### src/rtl/fft_top_prod_requant.sv
// Requantizer for FFT butterfly products: round-half-even right shift, saturate,
// count overflows. Two-stage pipeline, shift amount frozen per frame.
module fft_top_prod_requant #(
    parameter int DIN_WIDTH  = 37,
    parameter int DOUT_WIDTH = 22,
    parameter int CNT_WIDTH  = 16
) (
    input  logic                         clk,
    input  logic                         reset,
    input  logic                         ce,
    input  logic signed [DIN_WIDTH-1:0]  din,
    input  logic                         din_valid,
    input  logic                         din_last,
    input  logic [3:0]                   shift_cfg,
    input  logic                         ovf_clr,
    output logic signed [DOUT_WIDTH-1:0] dout,
    output logic                         dout_valid,
    output logic                         dout_last,
    output logic                         ovf,
    output logic [CNT_WIDTH-1:0]         ovf_count
);
    // One guard bit above the input keeps the rounding increment from wrapping.
    localparam int EW     = DIN_WIDTH + 1;
    localparam int STAGES = 2;
    localparam logic [EW-1:0]        ONE     = {{(EW-1){1'b0}}, 1'b1};
    localparam logic signed [EW-1:0] SAT_MAX = {{(EW-DOUT_WIDTH+1){1'b0}}, {(DOUT_WIDTH-1){1'b1}}};
    localparam logic signed [EW-1:0] SAT_MIN = ~SAT_MAX;

    typedef enum logic {IDLE = 1'b0, IN_FRAME = 1'b1} state_t;

    typedef struct packed {
        logic signed [EW-1:0] val;
        logic                 last;
    } stage_t;

    state_t      state;
    logic [3:0]  shift_act;
    logic [3:0]  shift_eff;
    logic        frame_start;

    // The first beat of a frame already uses the incoming shift_cfg.
    assign frame_start = (state == IDLE) && din_valid;
    assign shift_eff   = frame_start ? shift_cfg : shift_act;

    always_ff @(posedge clk) begin
        if (reset) begin
            state     <= IDLE;
            shift_act <= 4'd0;
        end else if (ce) begin
            if (frame_start)
                shift_act <= shift_cfg;
            case (state)
                IDLE:     if (din_valid && !din_last) state <= IN_FRAME;
                IN_FRAME: if (din_valid && din_last)  state <= IDLE;
                default:  state <= IDLE;
            endcase
        end
    end

    logic signed [EW-1:0] din_ext;
    logic signed [EW-1:0] q;
    logic signed [EW-1:0] rnd;
    logic [EW-1:0]        pow_s;
    logic [EW-1:0]        mask;
    logic [EW-1:0]        half;
    logic [EW-1:0]        rem;
    logic                 round_up;

    assign din_ext  = {din[DIN_WIDTH-1], din};
    assign q        = din_ext >>> shift_eff;
    assign pow_s    = ONE << shift_eff;
    assign mask     = pow_s - ONE;
    assign half     = pow_s >> 1;
    assign rem      = $unsigned(din_ext) & mask;
    // Ties go to the even neighbour; a zero shift never rounds.
    assign round_up = (shift_eff != 4'd0) && ((rem > half) || ((rem == half) && q[0]));
    assign rnd      = q + $signed({{(EW-1){1'b0}}, round_up});

    logic [STAGES:1] vld_pipe;
    stage_t          s1;

    always_ff @(posedge clk) begin
        if (reset) begin
            vld_pipe <= '0;
            s1       <= '0;
        end else if (ce) begin
            vld_pipe <= {vld_pipe[STAGES-1:1], din_valid};
            s1       <= '{val: rnd, last: din_last};
        end
    end

    assign dout_valid = vld_pipe[STAGES];

    logic                         sat_hi;
    logic                         sat_lo;
    logic                         ovf_next;
    logic signed [DOUT_WIDTH-1:0] dout_next;

    assign sat_hi   = $signed(s1.val) > SAT_MAX;
    assign sat_lo   = $signed(s1.val) < SAT_MIN;
    assign ovf_next = vld_pipe[1] && (sat_hi || sat_lo);

    always_comb begin
        dout_next = s1.val[DOUT_WIDTH-1:0];
        if (sat_hi)
            dout_next = SAT_MAX[DOUT_WIDTH-1:0];
        else if (sat_lo)
            dout_next = SAT_MIN[DOUT_WIDTH-1:0];
    end

    always_ff @(posedge clk) begin
        if (reset) begin
            dout      <= '0;
            dout_last <= 1'b0;
            ovf       <= 1'b0;
        end else if (ce) begin
            dout      <= dout_next;
            dout_last <= s1.last;
            ovf       <= ovf_next;
        end
    end

    // Counted as the saturated beat is issued; clear wins over that increment.
    always_ff @(posedge clk) begin
        if (reset)
            ovf_count <= '0;
        else if (ovf_clr)
            ovf_count <= '0;
        else if (ce && ovf_next && (ovf_count != '1))
            ovf_count <= ovf_count + 1'b1;
    end

endmodule

### config.mk
export PLATFORM = sky130hd
export DESIGN_NAME = fft_top_prod_requant
export DESIGN_NICKNAME = d
export VERILOG_FILES = /design/src/rtl/fft_top_prod_requant.sv
export SDC_FILE = /design/constraint.sdc
export NUM_CORES = 1
export LEC_CHECK = 0
export BUFFER_PORTS_ARGS = -buffer_cell sky130_fd_sc_hd__buf_2
export CAP_MARGIN = 30
export CORE_MARGIN = 8
export CORE_UTILIZATION = 40
export DETAILED_ROUTE_END_ITERATION = 10
export GPL_TIMING_DRIVEN = 0
export HOLD_SLACK_MARGIN = 0.08
export SETUP_SLACK_MARGIN = 0.3
export SYNTH_ARGS = -nofsm -noshare
export SYNTH_HDL_FRONTEND = slang
export SYNTH_SLANG_ARGS = --single-unit
### constraint.sdc
create_clock -name clk -period 9.5 [get_ports clk]
set_input_delay 0.95 -clock clk [delete_from_list [all_inputs] [get_ports clk]]
set_output_delay 0.95 -clock clk [all_outputs]
set_load 0.05 [all_outputs]
==> metrics.yaml <==
diodes: 0
drv_slew: 0
sequentialPowerShare_pct: 29.6
dp_hpwl_mm: 22.1
grt_util_met1_pct: 30.1
leakage_nw: 3.33
switchingPower_mw: 0.547
yosys_register_bits: 86
critPathLaunch: "din_valid"
vias: 8351
io_buffers: 87
place_area_um2: 8590
comb_power_share_pct: 42.2
fmax_mhz: 134
h-tree-depth: 3
cts_tree: "yes"
cts_buffers: 9
use_met2_pct: 35.0
drive_gt1_share_pct: 20.3
cts_root_buf: "clkbuf_16"
final_antenna_net_count: 0
p_total_mw: 1.39
first_pass_iters: 5
hold_ws_ns: 0.464
sw_frac_of_total_pct: 39.5
stdcell_area_um2: 8930
fin_crit_sh_pct: 78.5
cp_common_cell: "a21oi_1"
antenna_found_initial: 0
setup_violations: 0
ys_warn_count: 0
cp_slowest_cell: "clkbuf_1"
worst_pin_slew_ns: 0.880
status: "complete, no violations"
coreArea_um2: 19300
die_width_um: 156
dp.cells: 1345
slew_headroom_pct: 39.8
die-height_um: 156
cts_hold_buf: 0
io_pins: 88
start_kind: "input pin"
async_flop_share_pct: 0
grt.overflow.total: 0
grt_pass1_wl_mm: 43.8
cts_setup_buffers: 0
grt_pass1_vias: 7937
avgSynthCellArea_um2: 7.88
rsz0062_at_grt: "false"
start_util_pct: 40.5
via_per_inst: 6.14
finalHoldViolCount: 0
holdCritPathClass: "flop to flop"
dieArea_um2: 24300
period_minus_slack_ns: 7.46
use_met3_pct: 3.55
end_kind: "flop"
min-delay-start: "s1[9]"
synth_cell_types: 90
synthesis.area_um2: 7820
p_clk_share_pct: 28.2
cts_num_sinks: 86
syn_inst: 993
rows: 51
power_density_nw_per_um2: 155
gp_congestion: 0.950
wl_per_cell_um: 20.6
nets: 1157
cp_max_fo: 10
arrival_ns: 7.69
fin_skew_ns: 0.0103
path_class: "input pin to flop"
intPower_mw: 0.840
setup_tns_ns: 0
synth_seq_area_share_pct: 22.0
cts.clk_slew.worst_paths_ns: 0.07
drcViolationCount: 0
finalNonFillerCells: 1361
grt_max_degree: 14
synth_edf_count: 0
top_usage_layer: "met2"
cts_max_path_buffers: 2
drtIter0Drc: 730
synthFlopType: "dfxtp_1"
grt.total_usage_pct: 22.4
synthesis.nets: 1059
vdd_drop_max_mv: 0.0611
slowest_delay_ns: 0.55
timing.max_cap.violations: 0
cts-resized-gates: 0
crit_required_ns: 9.73
area_growth_pct: 14.1
clk_latency_ns: 0.34
wirelength_mm: 28.0
-- worst paths after layout --
check        cells after the start  endpoint  slack, ns
max                             31    s1[23]       2.04
min                              2     s1[9]       0.46
max reg2reg                     30    s1[23]       2.35
min reg2reg                      2     s1[9]       0.46
-- registers in the layout, summed over array words and instances (netlist names), named ones only --
signal and flops:
ovf_count 16, dout_last 1, shift_act 4, dout 22, ovf 1, s1 39
vld_pipe 2
-- final cells by class --
type	instances	area (µm²)
Buffer	84	512
Clock buffer	13	270
Clock inverter	3	65.1
Fill cell	2003	10400
Inverter	38	143
Multi-Input combinational cell	785	5450
Sequential cell	86	1720
Tap cell	265	332
Timing Repair Buffer	87	435
-- cells by family (layout without fill, tap and decap cells) --
family / Yosys count / after routing / share of synthesized area [%]
AND/OR/NAND/NOR: 374 / 374 / 24.4
AO/OA/AOI/OAI: 317 / 317 / 32.5
buffers and inverters: 122 / 225 / 8.36
flip-flops: 86 / 86 / 22.0
XOR/XNOR: 40 / 40 / 4.48
multiplexers: 35 / 35 / 5.21
adder cells (fa/ha/maj): 19 / 19 / 3.04
-- power groups by stage --
| stage | combinational [mW] | clock [mW] | sequential, mW |
|---|---|---|---|
| 3_5_place_dp | 0.570 | 0 | 0.418 |
| 3_3_place_gp | 0.568 | 0 | 0.417 |
| 4_1_cts | 0.572 | 0.397 | 0.410 |
| 2_1_floorplan | 0.388 | 0 | 0.442 |
| 5_1_grt | 0.627 | 0.409 | 0.413 |
| 6_report | 0.586 | 0.391 | 0.411 |
-- critical path: cells and delay by family --
family | cells | cell delay (ns)
AOI/OAI and AO/OA | 9 | 1.26
buffers and inverters | 10 | 2.86
and+or+nand+nor | 8 | 1.60
adders and majority gates | 3 | 0.66
muxes | 1 | 0.33
-- layer usage --
layer / part of all wire (%) / routed length (µm)
met1: 46 / 13000
met2: 43 / 12000
met3: 7.5 / 2100
met4: 3.0 / 852
met5: 0 / 0
-- placed cells by master (no fill, tap or decap), types with 8 or more instances in the layout --
master / synthesis / final
o21ai_0: 20 / 20
mux2i_1: 28 / 28
nand3_1: 27 / 27
nor3_1: 41 / 41
a21o_1: 8 / 8
xnor2_1: 19 / 19
clkbuf_1: 33 / 34
buf_2: 14 / 101
dfxtp_1: 86 / 86
a211oi_2: 26 / 26
a22oi_1: 8 / 8
o211ai_1: 9 / 9
a21oi_1: 71 / 71
a2111oi_1: 10 / 10
inv_1: 37 / 37
nand4_1: 17 / 17
clkbuf_16: 0 / 9
nor4_2: 10 / 10
buf_4: 16 / 16
buf_6: 11 / 11
nand2_1: 87 / 87
xor2_1: 21 / 21
a211oi_1: 51 / 51
ha_1: 19 / 19
nor2_1: 128 / 128
nor4_1: 18 / 18
a2111oi_0: 46 / 46
-- per-stage QoR --
| step | utilization, % | setup WS (ns) |
|---|---|---|
| 3_5_place_dp | 44.4 | 1.79 |
| 2_1_floorplan | - | 3.30 |
| 6_report | 46.2 | 2.04 |
| 3_3_place_gp | 44.4 | 1.73 |
| 4_1_cts | 46.2 | 2.13 |
| 5_1_grt | 46.2 | 1.44 |
-- synthesized netlist by cell type, drive strengths merged, types with 3 or more instances --
cell,instances,area (µm²)
a32oi,3,26.3
nand4,18,128
a21o,9,75.1
a211oi,78,728
o221ai,4,41.3
o2111ai,3,26.3
xor2,21,184
and2,4,25.0
o31ai,4,43.8
ha,19,238
clkbuf,34,131
buf,50,380
a221oi,4,41.3
a31oi,4,25.0
nand2b,7,51.3
nor3,41,205
dfxtp,86,1720
o211ai,10,80.1
or3,4,25.0
a22oi,8,60.1
nor3b,3,22.5
nor2b,4,25.0
a2111oi,57,518
or2,5,31.3
nand2,88,333
inv,37,139
mux2i,31,348
nor2,129,487
nor4,33,344
o22ai,7,56.3
a311oi,3,26.3
o21ai,24,128
mux2,3,37.5
o32ai,6,105
nand3,29,155
and3,5,31.3
a21oi,72,372
xnor2,19,166
o21a,3,22.5
Note: power is estimated with default switching activity, not from simulation.
